$ cat src/rtl/seq_pkg.sv
// Shared code table for the 4-bit 13-state sequence generator and its checker.
// Latency: none (constants and pure functions only).
// Backpressure: not applicable.
package seq_pkg;

  typedef enum logic [1:0] {
    HUNT   = 2'd0,
    VERIFY = 2'd1,
    LOCKED = 2'd2
  } state_t;

  // Cycle order: 8 7 B 4 2 5 C 6 3 F 1 E D, then back to 8.
  localparam logic [3:0] CODE_HEAD = 4'b1000;
  localparam logic [3:0] CODE_01   = 4'b0111;
  localparam logic [3:0] CODE_02   = 4'b1011;
  localparam logic [3:0] CODE_03   = 4'b0100;
  localparam logic [3:0] CODE_04   = 4'b0010;
  localparam logic [3:0] CODE_05   = 4'b0101;
  localparam logic [3:0] CODE_06   = 4'b1100;
  localparam logic [3:0] CODE_07   = 4'b0110;
  localparam logic [3:0] CODE_08   = 4'b0011;
  localparam logic [3:0] CODE_09   = 4'b1111;
  localparam logic [3:0] CODE_10   = 4'b0001;
  localparam logic [3:0] CODE_11   = 4'b1110;
  localparam logic [3:0] CODE_12   = 4'b1101;

  localparam int         N_ILLEGAL = 3;
  localparam logic [3:0] ILLEGAL [N_ILLEGAL] = '{4'b0000, 4'b1001, 4'b1010};

  function automatic logic is_legal(input logic [3:0] code);
    logic ok;
    ok = 1'b1;
    for (int i = 0; i < N_ILLEGAL; i++) begin
      if (code == ILLEGAL[i]) ok = 1'b0;
    end
    return ok;
  endfunction

  // Illegal codes map to the head of the cycle; callers qualify with is_legal().
  function automatic logic [3:0] next_code(input logic [3:0] code);
    logic [3:0] nxt;
    case (code)
      CODE_HEAD: nxt = CODE_01;
      CODE_01:   nxt = CODE_02;
      CODE_02:   nxt = CODE_03;
      CODE_03:   nxt = CODE_04;
      CODE_04:   nxt = CODE_05;
      CODE_05:   nxt = CODE_06;
      CODE_06:   nxt = CODE_07;
      CODE_07:   nxt = CODE_08;
      CODE_08:   nxt = CODE_09;
      CODE_09:   nxt = CODE_10;
      CODE_10:   nxt = CODE_11;
      CODE_11:   nxt = CODE_12;
      CODE_12:   nxt = CODE_HEAD;
      default:   nxt = CODE_HEAD;
    endcase
    return nxt;
  endfunction

endpackage

$ cat src/rtl/seq_next.sv
// Combinational successor lookup: code -> {next code, legal flag}.
// Latency: 0 cycles (pure combinational).
// Backpressure: not applicable.
// Ports: code_i (4b) in; nxt_o (4b) successor, legal_o high for a cycle member.
module seq_next
  import seq_pkg::*;
(
  input  logic [3:0] code_i,
  output logic [3:0] nxt_o,
  output logic       legal_o
);
  assign nxt_o   = next_code(code_i);
  assign legal_o = is_legal(code_i);
endmodule

$ cat config.mk
export PLATFORM = sky130hd
export DESIGN_NAME = seq_next
export DESIGN_NICKNAME = d
export VERILOG_FILES = /design/src/rtl/seq_pkg.sv /design/src/rtl/seq_next.sv
export SDC_FILE = /design/constraint.sdc
export NUM_CORES = 1
export LEC_CHECK = 0
export BUFFER_PORTS_ARGS = -buffer_cell sky130_fd_sc_hd__buf_4
export CAP_MARGIN = 30
export CORE_AREA = 4 4 41 43
export DETAILED_ROUTE_END_ITERATION = 10
export DIE_AREA = 0 0 45 47
export PLACE_DENSITY_LB_ADDON = 0.25
export SYNTH_ARGS = -nofsm -noshare
export SYNTH_HDL_FRONTEND = slang
export SYNTH_SLANG_ARGS = --single-unit
$ cat constraint.sdc
create_clock -name vclk -period 0.8
set_input_delay 0.08 -clock vclk [all_inputs]
set_output_delay 0.08 -clock vclk [all_outputs]
set_load 0.01 [all_outputs]
==> Flow_metrics.wiki, run 1 <==
{| class="wikitable"
! Metric !! Value
|-
| Run status || finished, violations left
|-
| Violated checks || negative setup slack
|-
| Count of yosys warnings during synthesis || 0
|-
| Net count reported at finish || 50
|-
| Multi-input gate area in the final layout || around 230 um^2
|-
| Std-Cell Rows || 13
|-
| Antenna Cells || 0
|-
| Sequential cell area in the final layout || 0 um^2
|-
| Max transition margin || 0.8602
|-
| IO Count || 9
|-
| Setup TNS || -0.4556 ns
|-
| Grt ovf || 0
|-
| Layout overhead on the synthesized area || 134.5%
|-
| Class of the worst hold path || in -> out
|-
| Non-filler cells, final || 54
|-
| Synthesized instance count || 25
|-
| Proportion of power drawn by the clock network || 0
|-
| Switching power share of the total || 0.4285
|-
| Fill cell count || 150
|-
| Category of the most critical setup path || in -> out
|-
| Crit path max-delay cell type || sky130_fd_sc_hd__mux2_2
|-
| Least setup slack across all paths after layout || -0.1331 ns
|-
| Pin slew with the least headroom to its limit || around 0.21 ns
|-
| Max VDD drop || ~0.23 mV
|-
| Longest individual stage delay on the worst path || ~0.27 ns
|-
| Core Util, Final || 0.3337
|-
| Pint || 0.0001420 W
|-
| Overall via count from detail_route || 229
|-
| Maximum operating frequency || between 1000 and 1500 MHz
|-
| Sum of buffers and inverters on the critical path || 3
|-
| Avg Cell Area, Syn || ~7.4 um^2
|-
| Die outline area || between 2000 and 2500 um^2
|-
| Effective utilization at floorplan || 0.1423
|-
| Final worst path period need || a little over 0.9 ns
|-
| MaxCap Viol Count || 0
|-
| Critical path data required time || roughly 0.72 ns
|-
| Areal power density over the cells || between 500 and 600 nW/um^2
|-
| Number of failing hold endpoints at the final stage || 0
|-
| Final HPWL DP || ~380 um
|-
| Die boundary width || 45 um
|-
| CP startpoint kind || input port
|-
| Fraction of the yosys area taken by sequential cells || 0
|-
| Core Box Area || around 1300 um^2
|-
| Data arrival time at the worst-slack endpoint || 0.85 ns
|-
| Slew Limit Fails || 0
|-
| Placed Cells incl. Taps || 53
|-
| Series of cell instances along the critical path || buf_12, inv_8, ha_1, mux2i_1, mux2_2, buf_6
|-
| Global-route wire length before repair || just under 1000 um
|-
| Area of the mapped netlist || approximately 190 um^2
|-
| Weighted congestion at the end of routability-driven global placement || 0.6701
|-
| Crit-path max FO || 5
|-
| Height of the die || between 40 and 50 um
|-
| First-pass DRT Iterations || 2
|-
| Sequential cells || 0
|-
| Routed length per placed instance || 10.26 um
|-
| Post-DP Area || ~320 um^2
|-
| Final WL || approximately 550 um
|-
| Leakage component of the power || 0.1900 nW
|-
| Final-report setup violation count || 4
|-
| Unique masters post-synth || 16
|-
| Number of buffer cells added on primary ports || 9
|-
| Share of post-route cells with drive strength above 1 || 0.7949
|-
| Part of the total power dissipated in sequential elements || 0
|-
| Part of the cycle the worst path needs || 1.166
|-
| Net load switching power || about 0.00011 W
|-
| Net Count, Synth || 34
|-
| Ratio of routed vias to standard cells || 4.241
|-
| Number of global-route vias before repair || roughly 230
|-
| Initial antenna violation count || 0
|-
| Count of unresolved DRC violations after routing || 0
|-
| Top cell family by delay on the critical path || multiplexers
|-
| RSZ-0062 raised after global routing || yes
|-
| Pin count of the biggest net entering global routing || 9
|-
| Pwr Total || about 0.00025 W
|-
| Comb pwr share || 1.000
|-
| Design Area, Final || roughly 430 um^2
|-
| Post-cts hold buffer count || 0
|-
| ANT nets after route || 0
|-
| CLK BUF || 0
|-
| Starting DRC count in detailed routing || 1
|-
| Global router's overall resource usage || 0.05744
|-
| Endpoint type of the worst setup path || primary output
|}
## repair_timing
item                                    in CTS  in global routing
endpoints found under the setup margin       5                  5
pin swaps                                    7                  2
endpoints found under the hold margin        0                  0
setup buffers                                1                  0
resized for setup                           22                  7
## cells in the final DEF (no fill, tap or decap), drive strengths merged
cell type / n
buf: 15
ha: 5
inv: 4
nand2: 3
o21ai: 3
mux2: 2
nor3: 1
o22ai: 1
mux2i: 1
a21oi: 1
a31o: 1
nor2: 1
o211ai: 1
## final cells by class
type | count | area share
multi-input cells | 20 | 0.5389
well taps | 15 | 0.04323
repair buffers | 15 | 0.3429
inverters | 4 | 0.07493
## synth_stat cells
| library cell | n | area [um^2] |
|---|---|---|
| sky130_fd_sc_hd__a21oi_1 | 1 | 5.000 |
| sky130_fd_sc_hd__a31o_2 | 1 | 8.760 |
| sky130_fd_sc_hd__buf_2 | 1 | 5.000 |
| sky130_fd_sc_hd__ha_1 | 5 | 62.56 |
| sky130_fd_sc_hd__inv_1 | 3 | 11.26 |
| sky130_fd_sc_hd__inv_2 | 1 | 3.750 |
| sky130_fd_sc_hd__mux2_2 | 1 | 11.26 |
| sky130_fd_sc_hd__mux2_4 | 1 | 15.01 |
| sky130_fd_sc_hd__mux2i_1 | 1 | 10.01 |
| sky130_fd_sc_hd__nand2_1 | 3 | 11.26 |
| sky130_fd_sc_hd__nor2_1 | 1 | 3.750 |
| sky130_fd_sc_hd__nor3_1 | 1 | 5.000 |
| sky130_fd_sc_hd__o211ai_1 | 1 | 7.510 |
| sky130_fd_sc_hd__o21ai_0 | 2 | 10.01 |
| sky130_fd_sc_hd__o21ai_2 | 1 | 8.760 |
| sky130_fd_sc_hd__o22ai_1 | 1 | 6.260 |
## metal layers
layer  vias to the layer above  global-route usage  share of wire
li1                        117                   -              -
met1                       106             0.07416           0.40
met2                         6              0.1102           0.52
met3                         0            0.003831          0.074
met4                         0                   0              0
met5                         -                   0              0
## power by group through the flow
stage / sequential, W / clock, W / combinational (W)
after floorplan: 0 / 0 / 0.0000914
after global placement: 0 / 0 / 0.000177
after detailed placement: 0 / 0 / 0.000177
after CTS: 0 / 0 / 0.000224
after global routing: 0 / 0 / 0.000274
final: 0 / 0 / 0.000248
## cells by family after synthesis
group	count (synthesis)	share of synthesized area
AOI/OAI and AO/OA	7	0.2500
adders and majority gates	5	0.3378
buffers and inverters	5	0.1081
muxes	3	0.1959
and+or+nand+nor	5	0.1081
## path summary, 6_finish.rpt
| path | startpoint | endpoint | cells past startpoint |
|---|---|---|---|
| worst max-delay path | code_i[0] | nxt_o[3] | 6 |
| worst min-delay path | code_i[3] | nxt_o[2] | 3 |
## stage by stage
stage	setup WS [ns]	hold WS, ns
finish	-0.1331	0.5329
global route	-0.1817	0.5675
CTS	-0.1406	0.5280
detailed placement	-0.2080	0.5272
global placement	-0.2170	0.5249
floorplan	0.02047	0.3293
No activity file was read; power rests on OpenSTA's default activity.
==> run 2, diff against run 1 <==
- clock period: 0.8 -> 0.96 ns (I/O delays scaled with it)
==> run 2 against run 1 <==
  * The run still ends with negative setup slack left
  * Worst setup slack improved by 0.11 ns
  * Global-route usage is 0.39 points lower
  * Via count down 6.6%
  * Highest routed layer unchanged
  * Hold slack worse by 0.0090 ns
  * Critical path depth stayed put
==> Flow_metrics.wiki, run 2 (synthesis gave the netlist of run 1 again) <==
{| class="wikitable"
! Metric !! Value
|-
| Layout overhead on the synthesized area || 125.7%
|-
| Number of buffer cells added on primary ports || 9 (unchanged)
|-
| Commonest non-fill, non-tap cell in the layout || sky130_fd_sc_hd__buf_4
|-
| Sum of buffers and inverters on the critical path || 3 (unchanged)
|-
| Std-Cell Rows || 13 (unchanged)
|-
| CP startpoint kind || input port
|-
| Switching power share of the total || 0.4348 (+0.006283)
|-
| Overall via count from detail_route || 214 (-6.6%)
|-
| Pin slew with the least headroom to its limit || 0.1200 ns (-0.08753 ns)
|-
| Areal power density over the cells || 456.1 nW/um^2 (-20%)
|-
| Height of the die || 47 um (unchanged)
|-
| Category of the most critical setup path || in -> out
|-
| Total routed wire length on the met1 layer || 248 um (+12%)
|-
| Max transition margin || 0.9177 (+0.05753)
|-
| Crit path max-delay cell type || sky130_fd_sc_hd__mux2_4
|-
| Grt ovf || 0 (unchanged)
|-
| Critical path data required time || 0.86 ns (+0.14 ns)
|-
| Endpoint type of the worst setup path || primary output
|-
| Max VDD drop || 0.2325 mV (about the same)
|-
| Sequential cells || 0 (unchanged)
|-
| Share of post-route cells with drive strength above 1 || 0.7105 (-0.08435)
|-
| Core Box Area || 1301 um^2 (unchanged)
|-
| Detailed route wirelength on metal3 || 45 um (+9.8%)
|-
| Final HPWL DP || 398.5 um (+4.6%)
|-
| Maximum operating frequency || between 1000 and 1500 MHz
|-
| Number of failing hold endpoints at the final stage || 0 (unchanged)
|-
| Violated checks || negative setup slack
|-
| Setup TNS || -0.02659 ns (+0.4291 ns)
|-
| Longest individual stage delay on the worst path || 0.26 ns (about the same)
|-
| Crit-path max FO || 3 (-2)
|-
| Initial antenna violation count || 0 (unchanged)
|-
| Data arrival time at the worst-slack endpoint || 0.88 ns (+0.03 ns)
|-
| Comb pwr share || 1.000 (about the same)
|-
| Count of unresolved DRC violations after routing || 0 (unchanged)
|-
| CLK BUF || 0 (unchanged)
|-
| Antenna Cells || 0 (unchanged)
|-
| Die boundary width || 45 um (unchanged)
|-
| Top cell family by delay on the critical path || buffers and inverters
|-
| Ratio of routed vias to standard cells || 4.038 (-4.8%)
|-
| Post-cts hold buffer count || 0 (unchanged)
|-
| ANT nets after route || 0 (unchanged)
|-
| Least setup slack across all paths after layout || -0.01922 ns (+0.1138 ns)
|-
| Sequential cell area in the final layout || 0 um^2 (unchanged)
|-
| Part of the cycle the worst path needs || 1.020
|-
| Global router's overall resource usage || 0.05350 (-0.003934)
|-
| Pin count of the biggest net entering global routing || 10 (+1)
|-
| Effective utilization at floorplan || 0.1423 (unchanged)
|-
| Final-report setup violation count || 2 (-2)
|-
| Slew Limit Fails || 0 (unchanged)
|-
| Weighted congestion at the end of routability-driven global placement || 0.7016 (+4.7%)
|-
| Series of cell instances along the critical path || buf_8, inv_8, ha_4, mux2_4, o21ai_2, buf_4
|-
| Pint || 0.0001077 W (-24%)
|-
| Core Util, Final || 0.3212 (-0.01250)
|-
| Routed wire length on met2 || 218 um (-25%)
|-
| Global-route wire length before repair || 910 um (-6.4%)
|-
| Class of the worst hold path || in -> out
|-
| IO Count || 9 (unchanged)
|-
| Fill cell count || 143 (-4.7%)
|-
| Net load switching power || 0.00008287 W (-22%)
|-
| Die outline area || 2115 um^2 (unchanged)
|-
| Routed length per placed instance || 9.660 um (-5.8%)
|-
| Number of global-route vias before repair || 223 (-1.8%)
|-
| Uppermost metal layer occupied by signal nets || met3
|-
| Part of the total power dissipated in sequential elements || 0 (unchanged)
|-
| Net count reported at finish || 49 (-2.0%)
|-
| First-pass DRT Iterations || 1 (-1)
|-
| Starting DRC count in detailed routing || 0 (-1)
|-
| Final WL || 512 um (-7.6%)
|-
| RSZ-0062 raised after global routing || yes
|-
| Leakage component of the power || 0.1829 nW (-3.7%)
|-
| Run status || finished, violations left
|-
| Commonest cells after routing, fill and taps aside || sky130_fd_sc_hd__buf_4, sky130_fd_sc_hd__ha_4, sky130_fd_sc_hd__buf_6
|-
| Final worst path period need || between 0.9 and 1 ns
|-
| MaxCap Viol Count || 0 (unchanged)
|-
| Proportion of power drawn by the clock network || 0 (unchanged)
|}
run 2: tightest hold or removal path: stages:
cell and delay (ns):
sky130_fd_sc_hd__buf_4 0.14, sky130_fd_sc_hd__o21ai_2 0.06, sky130_fd_sc_hd__buf_4 0.13
run 2: final cells by class:
cell class | instances | area [um^2] | area share
tap | 15 | 18.77 | 0.04491
inverter | 4 | 32.53 | 0.07784
timing repair buffer | 14 | 140.1 | 0.3353
multi-input combinational | 20 | 226.5 | 0.5419
run 2: what timing repair did:
item | in CTS | in global routing
setup endpoints to repair | 5 | 4
gates resized for setup | 23 | 6
pin swaps | 3 | 6
setup buffers | 0 | 0
run 2: path summary, 6_finish.rpt:
kind,start,end,slack (ns),cells past startpoint
hold / removal,code_i[3],nxt_o[1],0.52,3
setup / recovery,code_i[1],nxt_o[1],-0.02,6
run 2: metal layers:
metal | up-vias | GRT usage
li1 | 113 | -
met1 | 92 | 0.07640
met2 | 9 | 0.09605
met3 | 0 | 0
met4 | 0 | 0
met5 | - | 0
run 2: stage by stage:
stage	hold slack, ns	setup slack (ns)	instance area, um^2	instances	total power, W
after floorplan	0.3613	0.09829	185.2	25	0.00007076
after global placement	0.5271	-0.1425	304.0	53	0.0001420
after detailed placement	0.5309	-0.1377	304.0	53	0.0001410
after CTS	0.5283	-0.01507	390.4	53	0.0001799
after global routing	0.5373	-0.05471	417.9	53	0.0002094
final	0.5239	-0.01922	417.9	53	0.0001906
run 2: power by group through the flow:
| stage | Clock (W) | Combinational [W] | Sequential [W] |
|---|---|---|---|
| 6_report | 0 | 0.000191 | 0 |
| 5_1_grt | 0 | 0.000209 | 0 |
| 4_1_cts | 0 | 0.000180 | 0 |
| 3_5_place_dp | 0 | 0.000141 | 0 |
| 3_3_place_gp | 0 | 0.000142 | 0 |
| 2_1_floorplan | 0 | 0.0000708 | 0 |
==> run 3, diff against run 2 <==
- CORE_AREA: 4 4 41 43 -> 2 2 39 41
- DIE_AREA: 0 0 45 47 -> 0 0 41 43
- MAX_ROUTING_LAYER: not set -> met4
==> run 3 against run 2 <==
  * The flow now finishes without violations
  * First-iteration DRC count unchanged
  * Non-clock buffer count rose by 1
  * Global-route usage is 1.4 points higher
  * Power is 0.17% lower
  * Die area fell by 17%
  * Critical path depth is 1 lower
  * Sequential share of layout area stayed put
  * Via count up 0.93%
  * Flip-flop and latch count unchanged
  * Fmax up 2.7%
  * Cell area down 0.90%
  * Core utilization shrank 2.2 points
  * Critical path type unchanged
  * Critical endpoint is now nxt_o[3]
==> Flow_metrics.wiki, run 3 (synthesis gave the netlist of run 1 again) <==
{| class="wikitable"
! Metric !! Value
|-
| First-pass DRT Iterations || 1 (unchanged)
|-
| Top cell family by delay on the critical path || buffers and inverters
|-
| Routed length per placed instance || 8.855 um (-8.3%)
|-
| Sequential cell area in the final layout || 0 um^2 (unchanged)
|-
| Switching power share of the total || 0.4204 (-0.01438)
|-
| Share of post-route cells with drive strength above 1 || 0.7179 (+0.007422)
|-
| Effective utilization at floorplan || 0.1338 (-0.008492)
|-
| Post-DP Area || 305.3 um^2 (+0.41%)
|-
| Areal power density over the cells || 459.5 nW/um^2 (+0.73%)
|-
| Data arrival time at the worst-slack endpoint || 0.86 ns (-0.02 ns)
|-
| CP startpoint kind || input port
|-
| Sequential cells || 0 (unchanged)
|-
| Final HPWL DP || 378.3 um (-5.1%)
|-
| Crit path max-delay cell type || sky130_fd_sc_hd__mux2_4
|-
| Critical path data required time || 0.86 ns (about the same)
|-
| Die boundary width || 41 um (-8.9%)
|-
| Series of cell instances along the critical path || buf_12, inv_8, ha_4, mux2_4, buf_6
|-
| Design Area, Final || 414.1 um^2 (-0.90%)
|-
| Non-filler cells, final || 55 (+3.8%)
|-
| Global-route wire length before repair || 869 um (-4.5%)
|-
| Commonest non-fill, non-tap cell in the layout || sky130_fd_sc_hd__buf_4
|-
| Count of unresolved DRC violations after routing || 0 (unchanged)
|-
| Number of global-route vias before repair || 215 (-3.6%)
|-
| Ratio of routed vias to standard cells || 3.927 (-2.7%)
|-
| Part of the total power dissipated in sequential elements || 0 (unchanged)
|-
| Run status || finished, final reports clean
|-
| Proportion of power drawn by the clock network || 0 (unchanged)
|-
| ANT nets after route || 0 (unchanged)
|-
| Placed Cells incl. Taps || 54 (+1.9%)
|-
| IO Count || 9 (unchanged)
|-
| Post-cts hold buffer count || 0 (unchanged)
|-
| MaxCap Viol Count || 0 (unchanged)
|-
| Initial antenna violation count || 0 (unchanged)
|-
| Pint || 0.0001103 W (+2.4%)
|-
| Starting DRC count in detailed routing || 0 (unchanged)
|-
| Leakage component of the power || 0.1874 nW (+2.5%)
|-
| CLK BUF || 0 (unchanged)
|-
| Height of the die || 43 um (-8.5%)
|-
| Final-report setup violation count || 0 (-2)
|-
| Sum of buffers and inverters on the critical path || 3 (unchanged)
|-
| Number of failing hold endpoints at the final stage || 0 (unchanged)
|-
| Core Box Area || 1384 um^2 (+6.3%)
|-
| Part of the cycle the worst path needs || 0.9934 (-0.02665)
|-
| Max transition margin || 0.8928 (-0.02489)
|-
| Fill cell count || 157 (+9.8%)
|-
| Max VDD drop || 0.1353 mV (-42%)
|-
| Multi-input gate area in the final layout || 216.5 um^2 (-4.4%)
|-
| Net load switching power || 0.00007999 W (-3.5%)
|-
| Setup TNS || 0 ns (+0.02659 ns)
|-
| Antenna Cells || 0 (unchanged)
|-
| Pin slew with the least headroom to its limit || 0.1600 ns (+0.04006 ns)
|-
| Final WL || 487 um (-4.9%)
|-
| Std-Cell Rows || 14 (+1)
|-
| Grt ovf || 0 (unchanged)
|-
| Category of the most critical setup path || in -> out
|-
| Final worst path period need || 0.9536 ns (-0.02559 ns)
|-
| Least setup slack across all paths after layout || 0.006372 ns (+0.02559 ns)
|-
| Crit-path max FO || 5 (+2)
|-
| Overall via count from detail_route || 216 (+0.93%)
|-
| Pin count of the biggest net entering global routing || 10 (unchanged)
|-
| Die outline area || 1763 um^2 (-17%)
|-
| Maximum operating frequency || 1049 MHz (+2.7%)
|-
| Net count reported at finish || 50 (+2.0%)
|-
| Comb pwr share || 1.000 (about the same)
|-
| Commonest cells after routing, fill and taps aside || sky130_fd_sc_hd__buf_4, sky130_fd_sc_hd__nand2_1, sky130_fd_sc_hd__ha_4
|-
| Class of the worst hold path || in -> out
|-
| Slew Limit Fails || 0 (unchanged)
|-
| Number of buffer cells added on primary ports || 9 (unchanged)
|-
| Layout overhead on the synthesized area || 123.6%
|-
| RSZ-0062 raised after global routing || yes
|-
| Weighted congestion at the end of routability-driven global placement || 0.6887 (-1.8%)
|-
| Longest individual stage delay on the worst path || 0.26 ns (about the same)
|-
| Worst slack at placement || -0.1761 ns (-0.03840 ns)
|-
| Endpoint type of the worst setup path || primary output
|-
| Global router's overall resource usage || 0.06755 (+0.01405)
|}
==> run 3: routing by layer <==
metal,vias to the layer above,routed length (um),GRT usage,part of all wire
met3,0,34,0,0.070
li1,114,-,-,-
met2,7,233,0.1063,0.48
met5,-,0,-,0
met4,0,0,0,0
met1,95,220,0.1013,0.45
==> run 3: per-stage QoR <==
step | total power (W) | hold WS [ns] | util
6_report | 0.0001903 | 0.5293 | 0.2993
5_1_grt | 0.0002081 | 0.5487 | 0.2993
4_1_cts | 0.0001832 | 0.5224 | 0.2857
2_1_floorplan | 0.00007076 | 0.3613 | -
3_5_place_dp | 0.0001404 | 0.5270 | 0.2206
3_3_place_gp | 0.0001396 | 0.5240 | 0.2206
==> run 3: timing repair <==
item	in CTS	in global routing
buffers inserted	1	0
setup endpoints to repair	5	4
resized for setup	21	6
pin swaps	2	2
==> run 3: tightest hold or removal path, stage by stage <==
cell,delay [ns]
sky130_fd_sc_hd__buf_4,0.14
sky130_fd_sc_hd__o21ai_2,0.07
sky130_fd_sc_hd__buf_4,0.13
==> run 3: layout make-up <==
cell class	count	area share
timing repair buffer	15	0.3505
tap	16	0.04834
inverter	4	0.07855
multi-input combinational	20	0.5227
==> run 3: path summary, 6_finish.rpt <==
path / depth (start not counted) / to / slack [ns] / from
min: 3 / nxt_o[1] / 0.53 / code_i[3]
max: 5 / nxt_o[3] / 0.006 / code_i[0]
==> run 3: power groups by stage <==
stage | registers (W) | logic (W) | clock network [W]
final | 0 | 0.000190 | 0
after CTS | 0 | 0.000183 | 0
after global placement | 0 | 0.000140 | 0
after floorplan | 0 | 0.0000708 | 0
after detailed placement | 0 | 0.000140 | 0
after global routing | 0 | 0.000208 | 0
